`config.mk`:
```
export PLATFORM = sky130hd
export DESIGN_NAME = mips_cp0_ext_flat
export DESIGN_NICKNAME = d
export VERILOG_FILES = /design/src/rtl/mips_cp0_ext_if.sv /design/src/rtl/mips_cp0_ext.sv /design/src/flat_wrapper.sv
export SDC_FILE = /design/constraint.sdc
export NUM_CORES = 1
export LEC_CHECK = 0
export ABC_AREA = 1
export CAP_MARGIN = 30
export CORE_UTILIZATION = 47
export DETAILED_ROUTE_END_ITERATION = 7
export HOLD_SLACK_MARGIN = 0.03
export PLACE_DENSITY = 0.86
export RECOVER_POWER = 25
export SLEW_MARGIN = 20
export SYNTH_ARGS = -nofsm -noshare
export SYNTH_HDL_FRONTEND = slang
export SYNTH_SLANG_ARGS = --single-unit
```
`constraint.sdc`:
```
create_clock -name i_clk -period 2.71 [get_ports i_clk]
set_clock_uncertainty 0.15 [all_clocks]
set_input_delay 0.4065 -clock i_clk [delete_from_list [all_inputs] [get_ports i_clk]]
set_output_delay 0.4065 -clock i_clk [all_outputs]
set_load 0.03 [all_outputs]
```
`src/rtl/mips_cp0_ext_if.sv`:
```
// Bus between the M stage / NPC and the extended coprocessor 0.
// Signal names follow the pipeline's existing CP0 port names.
interface mips_cp0_ext_if #(
  parameter int N_HWINT = 6
);
  logic               i_en;
  logic [4:0]         i_CP0Addr;
  logic [31:0]        i_CP0In;
  logic [31:0]        i_VPC;
  logic               i_BDIn;
  logic [4:0]         i_ExcCodeIn;
  logic [N_HWINT-1:0] i_HWInt;
  logic               i_EXLClr;
  logic [31:0]        o_EPCOut;
  logic [31:0]        o_CP0Out;
  logic               o_Req;
  logic [3:0]         o_IntNo;

  modport master (
    output i_en, i_CP0Addr, i_CP0In, i_VPC, i_BDIn, i_ExcCodeIn, i_HWInt, i_EXLClr,
    input  o_EPCOut, o_CP0Out, o_Req, o_IntNo
  );

  modport slave (
    input  i_en, i_CP0Addr, i_CP0In, i_VPC, i_BDIn, i_ExcCodeIn, i_HWInt, i_EXLClr,
    output o_EPCOut, o_CP0Out, o_Req, o_IntNo
  );
endinterface

```
`src/rtl/mips_cp0_ext.sv`:
```
// Parametrised CP0: SR/Cause/EPC/PrId/Count/Compare, level or edge interrupt
// lines, Count/Compare timer and a priority-encoded interrupt number.
module mips_cp0_ext #(
  parameter int                 N_HWINT    = 6,
  parameter logic [N_HWINT-1:0] EDGE_MASK  = '0,
  parameter int                 TIMER_LINE = N_HWINT - 1,
  parameter logic [31:0]        EPC_RESET  = 32'h0000_0000,
  parameter logic [31:0]        PRID       = 32'h2004_1023
) (
  input  logic           i_clk,
  input  logic           i_reset,
  mips_cp0_ext_if.slave  bus
);
  localparam logic [4:0] REG_COUNT   = 5'd9;
  localparam logic [4:0] REG_COMPARE = 5'd11;
  localparam logic [4:0] REG_SR      = 5'd12;
  localparam logic [4:0] REG_CAUSE   = 5'd13;
  localparam logic [4:0] REG_EPC     = 5'd14;
  localparam logic [4:0] REG_PRID    = 5'd15;

  logic [N_HWINT-1:0] im_q, im_d, ip_q, ip_d, prev_q, prev_d, latch_q, latch_d;
  logic               exl_q, exl_d, ie_q, ie_d, bd_q, bd_d, ti_q, ti_d;
  logic [4:0]         exc_code_q, exc_code_d;
  logic [31:0]        epc_q, epc_d, count_q, count_d, compare_q, compare_d;

  logic [N_HWINT-1:0] eff, eff_en;
  logic               int_req, exc_req, req, wr;
  logic [3:0]         int_no;
  logic [31:0]        epc_new, epc_wdata, epc_fwd, sr_rd, cause_rd, rd_data;

  // Pending lines, request generation and lowest-index priority encode.
  always_comb begin
    // NOTE: every always_comb output gets a default first so no path leaves it unassigned (no latch).
    eff    = '0;
    int_no = '0;
    for (int k = 0; k < N_HWINT; k++) begin
      eff[k] = (EDGE_MASK[k] ? latch_q[k] : bus.i_HWInt[k]) | ((k == TIMER_LINE) && ti_q);
    end
    eff_en  = eff & im_q;
    int_req = ~i_reset & ~exl_q & ie_q & (|eff_en);
    exc_req = ~i_reset & ~exl_q & (bus.i_ExcCodeIn != 5'd0);
    req     = int_req | exc_req;
    if (int_req) begin
      for (int k = N_HWINT - 1; k >= 0; k--) begin
        if (eff_en[k]) int_no = 4'(k);
      end
    end
  end

  // A request swallows any mtc0 of the same cycle; EPC is forwarded to NPC.
  always_comb begin
    wr        = bus.i_en & ~req;
    epc_new   = bus.i_BDIn ? bus.i_VPC - 32'd4 : bus.i_VPC;
    epc_wdata = {bus.i_CP0In[31:2], 2'b00};
    if (req)                                  epc_fwd = epc_new;
    else if (wr && bus.i_CP0Addr == REG_EPC)  epc_fwd = epc_wdata;
    else                                      epc_fwd = epc_q;

    sr_rd                   = '0;
    sr_rd[10 +: N_HWINT]    = im_q;
    sr_rd[1]                = exl_q;
    sr_rd[0]                = ie_q;
    cause_rd                = '0;
    cause_rd[31]            = bd_q;
    cause_rd[30]            = ti_q;
    cause_rd[10 +: N_HWINT] = ip_q;
    cause_rd[6:2]           = exc_code_q;

    case (bus.i_CP0Addr)
      REG_COUNT:   rd_data = count_q;
      REG_COMPARE: rd_data = compare_q;
      REG_SR:      rd_data = sr_rd;
      REG_CAUSE:   rd_data = cause_rd;
      REG_EPC:     rd_data = epc_fwd;
      REG_PRID:    rd_data = PRID;
      default:     rd_data = '0;
    endcase
  end

  // Next-state for all architectural registers.
  always_comb begin
    im_d       = im_q;
    ie_d       = ie_q;
    exl_d      = exl_q;
    bd_d       = bd_q;
    exc_code_d = exc_code_q;
    epc_d      = epc_q;
    compare_d  = compare_q;
    count_d    = count_q + 32'd1;
    ip_d       = eff;
    prev_d     = bus.i_HWInt;
    latch_d    = latch_q;

    if (wr && bus.i_CP0Addr == REG_SR) begin
      im_d  = bus.i_CP0In[10 +: N_HWINT];
      exl_d = bus.i_CP0In[1];
      ie_d  = bus.i_CP0In[0];
    end
    if (bus.i_EXLClr) exl_d = 1'b0;
    if (req) begin
      exl_d      = 1'b1;
      bd_d       = bus.i_BDIn;
      exc_code_d = int_req ? 5'd0 : bus.i_ExcCodeIn;
      epc_d      = epc_new;
    end else if (wr && bus.i_CP0Addr == REG_EPC) begin
      epc_d = epc_wdata;
    end

    if (wr && bus.i_CP0Addr == REG_COUNT)   count_d   = bus.i_CP0In;
    if (wr && bus.i_CP0Addr == REG_COMPARE) compare_d = bus.i_CP0In;
    // A Compare write clears TI even on the cycle the match would set it.
    ti_d = (wr && bus.i_CP0Addr == REG_COMPARE) ? 1'b0 :
           (count_q == compare_q) ? 1'b1 : ti_q;

    for (int k = 0; k < N_HWINT; k++) begin
      if (EDGE_MASK[k]) begin
        if (wr && bus.i_CP0Addr == REG_CAUSE && bus.i_CP0In[10+k]) latch_d[k] = 1'b0;
        if (bus.i_HWInt[k] && !prev_q[k])                          latch_d[k] = 1'b1;
      end else begin
        latch_d[k] = 1'b0;
      end
    end
  end

  always_ff @(posedge i_clk) begin
    // NOTE: state registers use non-blocking assignments so every flop samples pre-edge values.
    if (i_reset) begin
      im_q       <= '0;
      ip_q       <= '0;
      prev_q     <= '0;
      latch_q    <= '0;
      exl_q      <= 1'b0;
      ie_q       <= 1'b0;
      bd_q       <= 1'b0;
      ti_q       <= 1'b0;
      exc_code_q <= '0;
      epc_q      <= EPC_RESET;
      count_q    <= '0;
      compare_q  <= 32'hFFFF_FFFF;
    end else begin
      im_q       <= im_d;
      ip_q       <= ip_d;
      prev_q     <= prev_d;
      latch_q    <= latch_d;
      exl_q      <= exl_d;
      ie_q       <= ie_d;
      bd_q       <= bd_d;
      ti_q       <= ti_d;
      exc_code_q <= exc_code_d;
      epc_q      <= epc_d;
      count_q    <= count_d;
      compare_q  <= compare_d;
    end
  end

  assign bus.o_Req    = req;
  assign bus.o_IntNo  = int_no;
  assign bus.o_EPCOut = epc_fwd;
  assign bus.o_CP0Out = rd_data;
endmodule

```
`src/flat_wrapper.sv`:
```
// flat-port wrapper written by rule: the top's interface ports become plain ports
module mips_cp0_ext_flat 
#(
  parameter int                 N_HWINT    = 6,
  parameter logic [N_HWINT-1:0] EDGE_MASK  = '0,
  parameter int                 TIMER_LINE = N_HWINT - 1,
  parameter logic [31:0]        EPC_RESET  = 32'h0000_0000,
  parameter logic [31:0]        PRID       = 32'h2004_1023
)
  (i_clk, i_reset, bus_i_en, bus_i_CP0Addr, bus_i_CP0In, bus_i_VPC, bus_i_BDIn, bus_i_ExcCodeIn, bus_i_HWInt, bus_i_EXLClr, bus_o_EPCOut, bus_o_CP0Out, bus_o_Req, bus_o_IntNo);
  mips_cp0_ext_if #(.N_HWINT(N_HWINT)) bus_i ();
  input  logic i_clk;
  input  logic i_reset;
  input wire logic [$bits(bus_i.i_en)-1:0] bus_i_en;
  input wire logic [$bits(bus_i.i_CP0Addr)-1:0] bus_i_CP0Addr;
  input wire logic [$bits(bus_i.i_CP0In)-1:0] bus_i_CP0In;
  input wire logic [$bits(bus_i.i_VPC)-1:0] bus_i_VPC;
  input wire logic [$bits(bus_i.i_BDIn)-1:0] bus_i_BDIn;
  input wire logic [$bits(bus_i.i_ExcCodeIn)-1:0] bus_i_ExcCodeIn;
  input wire logic [$bits(bus_i.i_HWInt)-1:0] bus_i_HWInt;
  input wire logic [$bits(bus_i.i_EXLClr)-1:0] bus_i_EXLClr;
  output wire logic [$bits(bus_i.o_EPCOut)-1:0] bus_o_EPCOut;
  output wire logic [$bits(bus_i.o_CP0Out)-1:0] bus_o_CP0Out;
  output wire logic [$bits(bus_i.o_Req)-1:0] bus_o_Req;
  output wire logic [$bits(bus_i.o_IntNo)-1:0] bus_o_IntNo;
  assign bus_i.i_en = bus_i_en;
  assign bus_i.i_CP0Addr = bus_i_CP0Addr;
  assign bus_i.i_CP0In = bus_i_CP0In;
  assign bus_i.i_VPC = bus_i_VPC;
  assign bus_i.i_BDIn = bus_i_BDIn;
  assign bus_i.i_ExcCodeIn = bus_i_ExcCodeIn;
  assign bus_i.i_HWInt = bus_i_HWInt;
  assign bus_i.i_EXLClr = bus_i_EXLClr;
  assign bus_o_EPCOut = bus_i.o_EPCOut;
  assign bus_o_CP0Out = bus_i.o_CP0Out;
  assign bus_o_Req = bus_i.o_Req;
  assign bus_o_IntNo = bus_i.o_IntNo;
  mips_cp0_ext #(.N_HWINT(N_HWINT), .EDGE_MASK(EDGE_MASK), .TIMER_LINE(TIMER_LINE), .EPC_RESET(EPC_RESET), .PRID(PRID)) u_core (.i_clk(i_clk), .i_reset(i_reset), .bus(bus_i));
endmodule
```
==> metrics.yaml <==
status: "finished, violations left"
violations: "setup timing"
cp_max_fo: 14
syn_avg_cell_area_um2: 6.285
antenna_found_initial: 0
synth_top_area_share_pct: 30.77
yosysMostFrequentCell: "nand2_1"
fmax_mhz: 322.6
core_area_mm2: 0.01583
drtIter0Drc: 1590
hold_buffers: 0
num_rows: 46
route.detailed.drc: 0
cts_inserted_buffers: 17
critPathKind: "input pin to output port"
cts.sinks: 117
initial_utilization_pct: 48.09
synth_edf_count: 0
start_kind: "input pin"
cts_max_level: 4
fin_util_pct: 76.74
overflow: 0
tightest_slew_ns: 1.163
dr.pass1.iters: 6
end_kind: "output port"
cts_buffer_depth: 2
dieArea_mm2: 0.01671
dp_slack_ns: -0.4840
place_inst: 1665
synth_ff_type: "dfxtp_1"
slew_viol_final: 0
stdcell_area_mm2: 0.01215
crit_required_ns: 2.15
dpl.hpwl_um: 21270
synth_seq_cells: 117
drv_cap: 0
rsz0062_at_grt: "yes"
finalSetupViolCount: 64
die_y_um: 129.3
ff2ff_setup_slack_ns: 0.28
p_per_area_mw_per_mm2: 448.5
pin_count: 154
clk_pin_slew_worst_paths_ns: 0.06
grt_usage_pct: 37.75
syn_nets: 1298
numPortBuffers: 152
final_nets: 1598
ys_types: 44
hp-class: "input pin to flop"
placed_area_mm2: 0.01009
synth_area_mm2: 0.007611
synth.area.top_cells: "dfxtp_1, nand2_1, nand3_1"
routed_via_density: 6.102
drive_gt1_share_pct: 32.09
cts_tree: "yes"
cp.arrival_ns: 2.54
gp_congestion: 0.9607
ys_warn_count: 0
diodes: 0
finalHoldViolCount: 0
async_reset_ff_share_pct: 0
vias: 10618
syn_to_final_growth_pct: 59.58
wire_per_inst_um: 20.99
grt_pass1_wl_um: 47890
die_w_um: 129.3
final_antenna_net_count: 0
ys_top_cells_by_count: "nand2_1, nor2_1, nand3_1, inv_1, dfxtp_1"
routed_wl_um: 36530
fin_crit_ns: 3.100
cts_root_buf: "clkbuf_16"
clock_latency_ns: 0.43
ys_seq_area_share_pct: 30.77
final.setup.worst_slack_ns: -0.3900
synth.largest_area_cell: "dfxtp_1"
grt_max_degree: 50
ir_worst_vdd_mv: 0.4997
finalCritPeriodShare_pct: 114.4
leakagePower_nw: 5.492
netlist_instances: 1211
slew_headroom_pct: 22.45
first_global_vias: 9360
stdcell_count: 1740
==> flip-flops by register name (all words and copies together), names as in the netlist <==
signal             cells
u_core.ti_q            1
u_core.bd_q            1
u_core.exc_code_q      5
u_core.compare_q      32
u_core.epc_q          32
u_core.ie_q            1
u_core.count_q        32
u_core.exl_q           1
u_core.im_q            6
u_core.ip_q            6
==> what timing repair did <==
item                                    4_1_cts  5_1_grt
endpoints found under the setup margin       64       65
gates cloned                                  6        3
pin swaps                                    45       37
gates resized for setup                     168      178
buffers inserted                             27        8
==> layer usage <==
layer / vias to the layer above / wire [µm] / GRT usage, %
li1: 4541 / - / -
met1: 4726 / 12510 / 44.91
met2: 1003 / 15900 / 62.75
met3: 348 / 4589 / 7.803
met4: 0 / 3534 / 22.77
met5: - / 0 / 0
==> where the power goes <==
group          leakage [nW]  switching, mW  internal (mW)
sequential            0.958         0.0503           1.78
combinational          4.26          0.787          0.621
clock                 0.277          0.840           1.37
==> layout make-up <==
cell class | count | area (µm²)
clock buffer | 22 | 454.2
clock inverter | 10 | 106.4
fill | 1009 | 3682
inverter | 125 | 478.0
multi-input combinational | 913 | 5220
sequential | 117 | 2354
tap | 216 | 270.3
timing repair buffer | 337 | 3263
==> placed cells by master (no fill, tap or decap), types with 47 or more instances in the layout <==
| master | Yosys | routed |
|---|---|---|
| buf_4 | 3 | 146 |
| buf_6 | 5 | 87 |
| clkdlybuf4s50_1 | 0 | 62 |
| dfxtp_1 | 117 | 112 |
| inv_1 | 119 | 104 |
| nand2_1 | 324 | 260 |
| nand2_2 | 4 | 62 |
| nand3_1 | 135 | 89 |
| nand3_2 | 6 | 47 |
| nor2_1 | 153 | 136 |
==> stage by stage <==
stage               hold slack [ns]  setup TNS [ns]  power, mW
finish                       0.1810          -11.50      5.447
global route                 0.1777          -14.19      5.574
CTS                          0.1840          -4.121      5.180
detailed placement           0.3156          -20.19      2.903
global placement             0.3046          -15.52      2.886
floorplan                    0.2933               0      2.346
==> critical path: stages <==
cell	delay [ns]
clkdlybuf4s50_1	0.50
inv_1	0.07
nand2_1	0.10
nor2_1	0.05
nand2_1	0.10
buf_6	0.19
o22ai_1	0.10
a221oi_1	0.64
nand2_2	0.18
buf_6	0.19
==> final timing paths <==
kind	from	depth (start not counted)	endpoint
min	bus_i_HWInt[3]	3	u_core.ip_q[3]
max	bus_i_CP0Addr[4]	10	bus_o_CP0Out[14]
min reg2reg	u_core.exc_code_q[3]	2	u_core.exc_code_q[3]
max reg2reg	u_core.ti_q	14	u_core.count_q[14]
==> logic make-up after synthesis <==
group	after synthesis	synth area share, %
flip-flops	117	30.77
XOR/XNOR	53	6.099
other	1	0.04927
AND/OR/NAND/NOR	704	40.95
AO/OA/AOI/OAI	150	11.67
buffers and inverters	184	10.13
adder cells (fa/ha/maj)	2	0.3287
(Power assumes the default switching activity.)
